==> src/rtl/noc_traffic_gen.sv <==
// Per-node NoC traffic generator: injects sequence-tagged flits to LFSR-chosen
// destinations and checks ejected flits. Optional macro: TRAFFIC_GEN_RX_STALL_EN.
module noc_traffic_gen #(
    parameter int NUM_OF_NODES            = 8,
    parameter int FLIT_DATA_WIDTH         = 16,
    parameter int NUM_OF_VIRTUAL_CHANNELS = 2,
    parameter int NODE_ID                 = 0,
    parameter int NUM_OF_PACKETS          = 16,
    parameter int INJECT_INTERVAL         = 4,
    localparam int AW    = $clog2(NUM_OF_NODES),
    localparam int SEQ_W = FLIT_DATA_WIDTH - 2 * AW,
    localparam int VCW   = (NUM_OF_VIRTUAL_CHANNELS > 1) ? $clog2(NUM_OF_VIRTUAL_CHANNELS) : 1
) (
    input  logic                       clk,
    input  logic                       reset,
    input  logic                       enable,
    output logic [FLIT_DATA_WIDTH-1:0] tx_flit_data,
    output logic [VCW-1:0]             tx_vc,
    output logic                       tx_valid,
    input  logic                       tx_ready,
    input  logic [FLIT_DATA_WIDTH-1:0] rx_flit_data,
    input  logic                       rx_valid,
    output logic                       rx_ready,
    output logic [SEQ_W-1:0]           tx_count,
    output logic [SEQ_W-1:0]           rx_count,
    output logic [7:0]                 error_count,
    output logic                       error,
    output logic                       done
);

    // state | meaning
    // IDLE  | injection not enabled
    // WAIT  | counting INJECT_INTERVAL idle cycles before next flit
    // SEND  | flit offered, held until tx handshake
    // DONE  | all packets sent; stays here until reset
    typedef enum logic [1:0] {IDLE, WAIT, SEND, DONE} state_t;

    localparam int WCW = (INJECT_INTERVAL > 1) ? $clog2(INJECT_INTERVAL) : 1;
    localparam logic [WCW-1:0]   WAIT_LOAD = WCW'(INJECT_INTERVAL - 1);
    localparam logic [AW-1:0]    NODE_ADDR = AW'(NODE_ID);
    localparam logic [SEQ_W-1:0] LAST_SEQ  = SEQ_W'(NUM_OF_PACKETS - 1);
    localparam logic [15:0]      LFSR_SEED = 16'hACE1 ^ 16'(NODE_ID);

    state_t         state;
    logic [WCW-1:0] wait_cnt;
    logic [15:0]    lfsr;
    logic [15:0]    lfsr_next;
    logic [AW-1:0]  lfsr_dest;
    logic [AW-1:0]  tx_dest;

    assign lfsr_next = {lfsr[14:0], lfsr[15] ^ lfsr[13] ^ lfsr[12] ^ lfsr[10]};
    assign lfsr_dest = lfsr[AW-1:0];
    // Never address ourselves; bump to the neighbour instead.
    assign tx_dest   = (lfsr_dest == NODE_ADDR) ? NODE_ADDR + AW'(1) : lfsr_dest;

    always_ff @(posedge clk) begin
        if (reset) begin
            state        <= IDLE;
            wait_cnt     <= '0;
            lfsr         <= LFSR_SEED;
            tx_valid     <= 1'b0;
            tx_flit_data <= '0;
            tx_vc        <= '0;
            tx_count     <= '0;
            done         <= 1'b0;
        end else begin
            case (state)
                IDLE: begin
                    if (enable) begin
                        state    <= WAIT;
                        wait_cnt <= WAIT_LOAD;
                    end
                end
                WAIT: begin
                    if (!enable) begin
                        state <= IDLE;
                    end else if (wait_cnt == '0) begin
                        state        <= SEND;
                        tx_valid     <= 1'b1;
                        tx_flit_data <= {tx_dest, NODE_ADDR, tx_count};
                        tx_vc        <= VCW'(tx_count % NUM_OF_VIRTUAL_CHANNELS);
                    end else begin
                        wait_cnt <= wait_cnt - WCW'(1);
                    end
                end
                SEND: begin
                    if (tx_ready) begin
                        tx_valid <= 1'b0;
                        tx_count <= tx_count + SEQ_W'(1);
                        lfsr     <= lfsr_next;
                        if (tx_count == LAST_SEQ) begin
                            state <= DONE;
                            done  <= 1'b1;
                        end else if (enable) begin
                            state    <= WAIT;
                            wait_cnt <= WAIT_LOAD;
                        end else begin
                            state <= IDLE;
                        end
                    end
                end
                DONE: begin
                    tx_valid <= 1'b0;
                end
                default: state <= IDLE;
            endcase
        end
    end

    logic [AW-1:0]    rx_dest;
    logic [AW-1:0]    rx_src;
    logic [SEQ_W-1:0] rx_seq;
    logic [SEQ_W-1:0] exp_seq [NUM_OF_NODES];
    logic             rx_accept;
    logic             rx_mismatch;

    assign rx_dest     = rx_flit_data[FLIT_DATA_WIDTH-1 -: AW];
    assign rx_src      = rx_flit_data[FLIT_DATA_WIDTH-AW-1 -: AW];
    assign rx_seq      = rx_flit_data[SEQ_W-1:0];
    assign rx_accept   = rx_valid & rx_ready;
    assign rx_mismatch = (rx_dest != NODE_ADDR) || (rx_seq != exp_seq[rx_src]);

    // Expected seq always resyncs to the received one so a single loss counts once.
    always_ff @(posedge clk) begin
        if (reset) begin
            rx_count    <= '0;
            error_count <= '0;
            error       <= 1'b0;
            for (int i = 0; i < NUM_OF_NODES; i++) begin
                exp_seq[i] <= '0;
            end
        end else if (rx_accept) begin
            rx_count        <= rx_count + SEQ_W'(1);
            exp_seq[rx_src] <= rx_seq + SEQ_W'(1);
            if (rx_mismatch) begin
                error <= 1'b1;
                if (error_count != 8'hFF) begin
                    error_count <= error_count + 8'd1;
                end
            end
        end
    end

`ifdef TRAFFIC_GEN_RX_STALL_EN
    logic [7:0] stall_lfsr;
    logic [7:0] stall_next;

    assign stall_next = {stall_lfsr[6:0],
                         stall_lfsr[7] ^ stall_lfsr[5] ^ stall_lfsr[4] ^ stall_lfsr[3]};

    // rx_ready is registered so it reads 1 in reset regardless of the seed.
    always_ff @(posedge clk) begin
        if (reset) begin
            stall_lfsr <= 8'h5A ^ 8'(NODE_ID);
            rx_ready   <= 1'b1;
        end else begin
            stall_lfsr <= stall_next;
            rx_ready   <= ~stall_next[0];
        end
    end
`else
    assign rx_ready = 1'b1;
`endif

endmodule
==> config.mk <==
export PLATFORM = sky130hd
export DESIGN_NAME = noc_traffic_gen
export DESIGN_NICKNAME = d
export VERILOG_FILES = /design/src/rtl/noc_traffic_gen.sv
export SDC_FILE = /design/constraint.sdc
export NUM_CORES = 1
export LEC_CHECK = 0
export BUFFER_PORTS_ARGS = -buffer_cell sky130_fd_sc_hd__buf_2
export CORE_MARGIN = 1
export CORE_UTILIZATION = 63
export DETAILED_ROUTE_END_ITERATION = 16
export HOLD_SLACK_MARGIN = 0.15
export PLACE_DENSITY = 0.85
export SLEW_MARGIN = 40
export SYNTH_ARGS = -nofsm -noshare
export SYNTH_HDL_FRONTEND = slang
export SYNTH_SLANG_ARGS = --single-unit
==> constraint.sdc <==
create_clock -name clk -period 6.5 [get_ports clk]
set_input_delay 0.325 -clock clk [delete_from_list [all_inputs] [get_ports clk]]
set_output_delay 0.325 -clock clk [all_outputs]
set_load 0.1 [all_outputs]
==> impl_metrics.tcl <==
set metrics [dict create \
    tritoncts "yes" \
    die_w_um 104 \
    synth-xor-area-share_pct 4.44 \
    synthArstFlopShare_pct 0 \
    cts-buffers-inserted 17 \
    die_h_um 104 \
    clock_sinks 144 \
    ff2ff_path_depth 7 \
    yosysSeqAreaShare_pct 56.6 \
    worst_slack_ns 3.72 \
    cts_root_buf "clkbuf_8" \
    syn_avg_cell_area_sq_um 10.6 \
    antenna_found_initial 0 \
    num_antenna_cells 0 \
    period_needed_ns 2.78 \
    initialDrtViolationCount 472 \
    clkTransAtPathRegs_ns 0.06 \
    grt_busiest_layer "met2" \
    yosys_warnings 0 \
    cp-startpoint "rx_flit_data[10]" \
    drive_above_1_share_pct 17.1 \
    numPortBuffers 65 \
    ys_seq_elements 144 \
    drc_errors 0 \
    crit_path_cell_trace "buf_2 -> mux4_2 -> mux2i_1 -> xor2_1 -> nand4_1 -> nor4_4 -> nor3_1 -> mux2_1" \
    critPathLaunchType "input pin" \
    leakage_nw 2.86 \
    ctsResizeCount 0 \
    fin_worst_skew_ns 0.00717 \
    die_area_sq_um 10700 \
    placedCellCount 781 \
    syn_inst 616 \
    dp_slack_ns 3.27 \
    synth_fa_ha_area_share_pct 2.11 \
    h-tree-depth 4 \
    grt_usage_pct 29.3 \
    max_stage_delay_ns 0.59 \
    synth_top_family_by_area "simple AND/OR/NAND/NOR gates" \
    area_delta_synth_final_pct 13.6 \
    finalNetCount 699 \
    grt_pass1_vias 4929 \
    setup_viol 0 \
    dr.pass1.iters 5 \
    hold_start "rx_flit_data[0]" \
    drv_cap 0 \
    row_count 36 \
    wl_per_cell_um 18.4 \
    arrival_ns 3.20 \
    postCtsHoldBufs 0 \
    grt_max_degree 77 \
    power_density_nw_per_um2 290 \
    num_vias 4882 \
    fmax_mhz 360 \
    gp_congestion 0.891 \
    slew_violations 0 \
    p_total_mw 2.14 \
    cp_max_fo 25 \
    fillCellCount 644 \
    worst_pin_slew_ns 0.768 \
    synthSimpleGateAreaFrac_pct 19.4 \
    gr-usage-met3_pct 9.88 \
    grt_pass1_wl_um 24100 \
    ir_worst_vdd_v 0.000202 \
    grt_use_met2_pct 50.6 \
    muxShareOfSynthArea_pct 8.24 \
    hold_depth 2 \
    cp.required_ns 6.92 \
    whs_ns 0.208 \
    synth_edf_count 80 \
    ys.flop_type "edfxtp_1" \
    antenna_left 0 \
    grt-ovfl-total 0 \
    critPathKind "in -> reg" \
    finalHoldViolCount 0 \
    grt_setup_unrepaired "no" \
    ios 70 \
    status "complete, no violations" \
    finalCritPeriodShare_pct 42.7 \
    crit_path_top_delay_cell "mux4_2" \
    synth_area_sq_um 6510 \
    end_kind "flip-flop" \
    clk_latency_ns 0.54 \
    cts_buffer_depth 2 \
    dp.final_hpwl_um 9380 \
    worstHoldPathType "in -> reg" \
    tns_ns 0 \
    start_util_pct 65.7 \
    core_sq_um 9910 \
    synth-compound-area-share_pct 5.69 \
    stdcell_count 813 \
    viasPerCell 6.00 \
    ys_types 45 \
    grt_use_met1_pct 32.8 \
    cts_setup_buffers 0 \
    wirelength_um 15000 \
    maxSlewHeadroom_pct 48.8 \
    r2r_start "exp_seq[0][3]" \
]
cell type report:
| cell class | instances | area (sq um) | share of cell area [%] |
|---|---|---|---|
| well taps | 133 | 166 | 2.25 |
| inverters | 9 | 33.8 | 0.457 |
| multi-input cells | 429 | 2610 | 35.3 |
| repair buffers | 66 | 333 | 4.50 |
| clock buffers | 19 | 453 | 6.13 |
| flip-flops and latches | 144 | 3680 | 49.8 |
| clock inverters | 13 | 115 | 1.56 |
power breakdown:
part           switching [mW]  leakage (nW)  internal (mW)
Clock                   0.406         0.284          0.516
Combinational           0.143          1.29         0.0599
Sequential             0.0175          1.28           1.00
through the flow:
stage / area, sq um / utilization [%]
final: 7390 / 74.6
after CTS: 7390 / 74.6
after detailed placement: 6830 / 68.9
after floorplan: 6520 / -
after global routing: 7390 / 74.6
after global placement: 6830 / 68.9
kinds of logic (layout without fill, tap and decap cells):
kind of cell,Yosys count,count (layout)
buffers and inverters,45,107
multiplexers,36,36
AO/OA/AOI/OAI,63,63
AND/OR/NAND/NOR,282,282
flip-flops,144,144
adder cells (fa/ha/maj),11,11
other,2,4
XOR/XNOR,33,33
worst max-delay path: cells and delay by family:
family / cells / cell delay (ns)
xor gates and xnor gates: 1 / 0.21
buffers and inverters: 1 / 0.56
muxes: 3 / 1.21
and+or+nand+nor: 3 / 0.87
registers in the layout (all words and copies together) (netlist names):
signal,count
done,1
state,2
error_count,8
tx_valid,1
rx_count,10
wait_cnt,2
tx_count,10
error,1
tx_flit_data,13
lfsr,16
exp_seq,80
cells in the final DEF (no fill, tap or decap), types with 7 or more instances in the layout:
master | netlist | routed
nor2_1 | 117 | 117
nand2_1 | 86 | 86
edfxtp_1 | 80 | 80
buf_2 | 3 | 65
dfxtp_1 | 64 | 64
a21oi_1 | 34 | 34
xor2_1 | 22 | 22
mux2i_1 | 21 | 21
nand3_1 | 20 | 20
clkbuf_16 | 0 | 17
mux4_2 | 14 | 14
xnor2_1 | 11 | 11
o21ai_0 | 11 | 11
ha_1 | 11 | 11
inv_1 | 9 | 9
nand2b_1 | 8 | 8
nand4_1 | 8 | 8
nand3b_1 | 8 | 8
nor2b_1 | 7 | 7
routing by layer:
metal	part of all wire (%)	wire length, um	vias up
met5	0	0	-
met4	3.1	470	0
met3	8.9	1330	46
met2	51	7680	274
met1	37	5490	2318
li1	-	-	2244
synth_stat cells (all sizes together) (2+ instances only):
cell type	instances	area [sq um]
o21ai	11	55.1
nor3	6	30.0
mux2i	21	210
o31ai	2	15.0
xnor2	11	96.3
and2	2	12.5
nand2	86	323
mux4	14	315
nand4	8	50.1
clkbuf	19	71.3
o21ba	2	20.0
or4	3	22.5
nor4	2	27.5
or3	6	37.5
and3	5	31.3
ha	11	138
nor2	117	439
nand3b	8	60.1
conb	2	7.51
a22oi	5	37.5
inv	9	33.8
nor2b	7	43.8
a21oi	34	170
a211oi	4	35.0
dfxtp	64	1280
nand3	20	100
xor2	22	193
nand2b	8	50.1
buf	17	120
edfxtp	80	2400
final timing paths:
path	endpoint	slack [ns]
setup reg to reg	error_count[3]	3.77
setup / recovery	error_count[3]	3.72
hold / removal	exp_seq[1][0]	0.21
hold reg to reg	tx_flit_data[8]	0.45
Note: power is estimated with default switching activity, not from simulation.
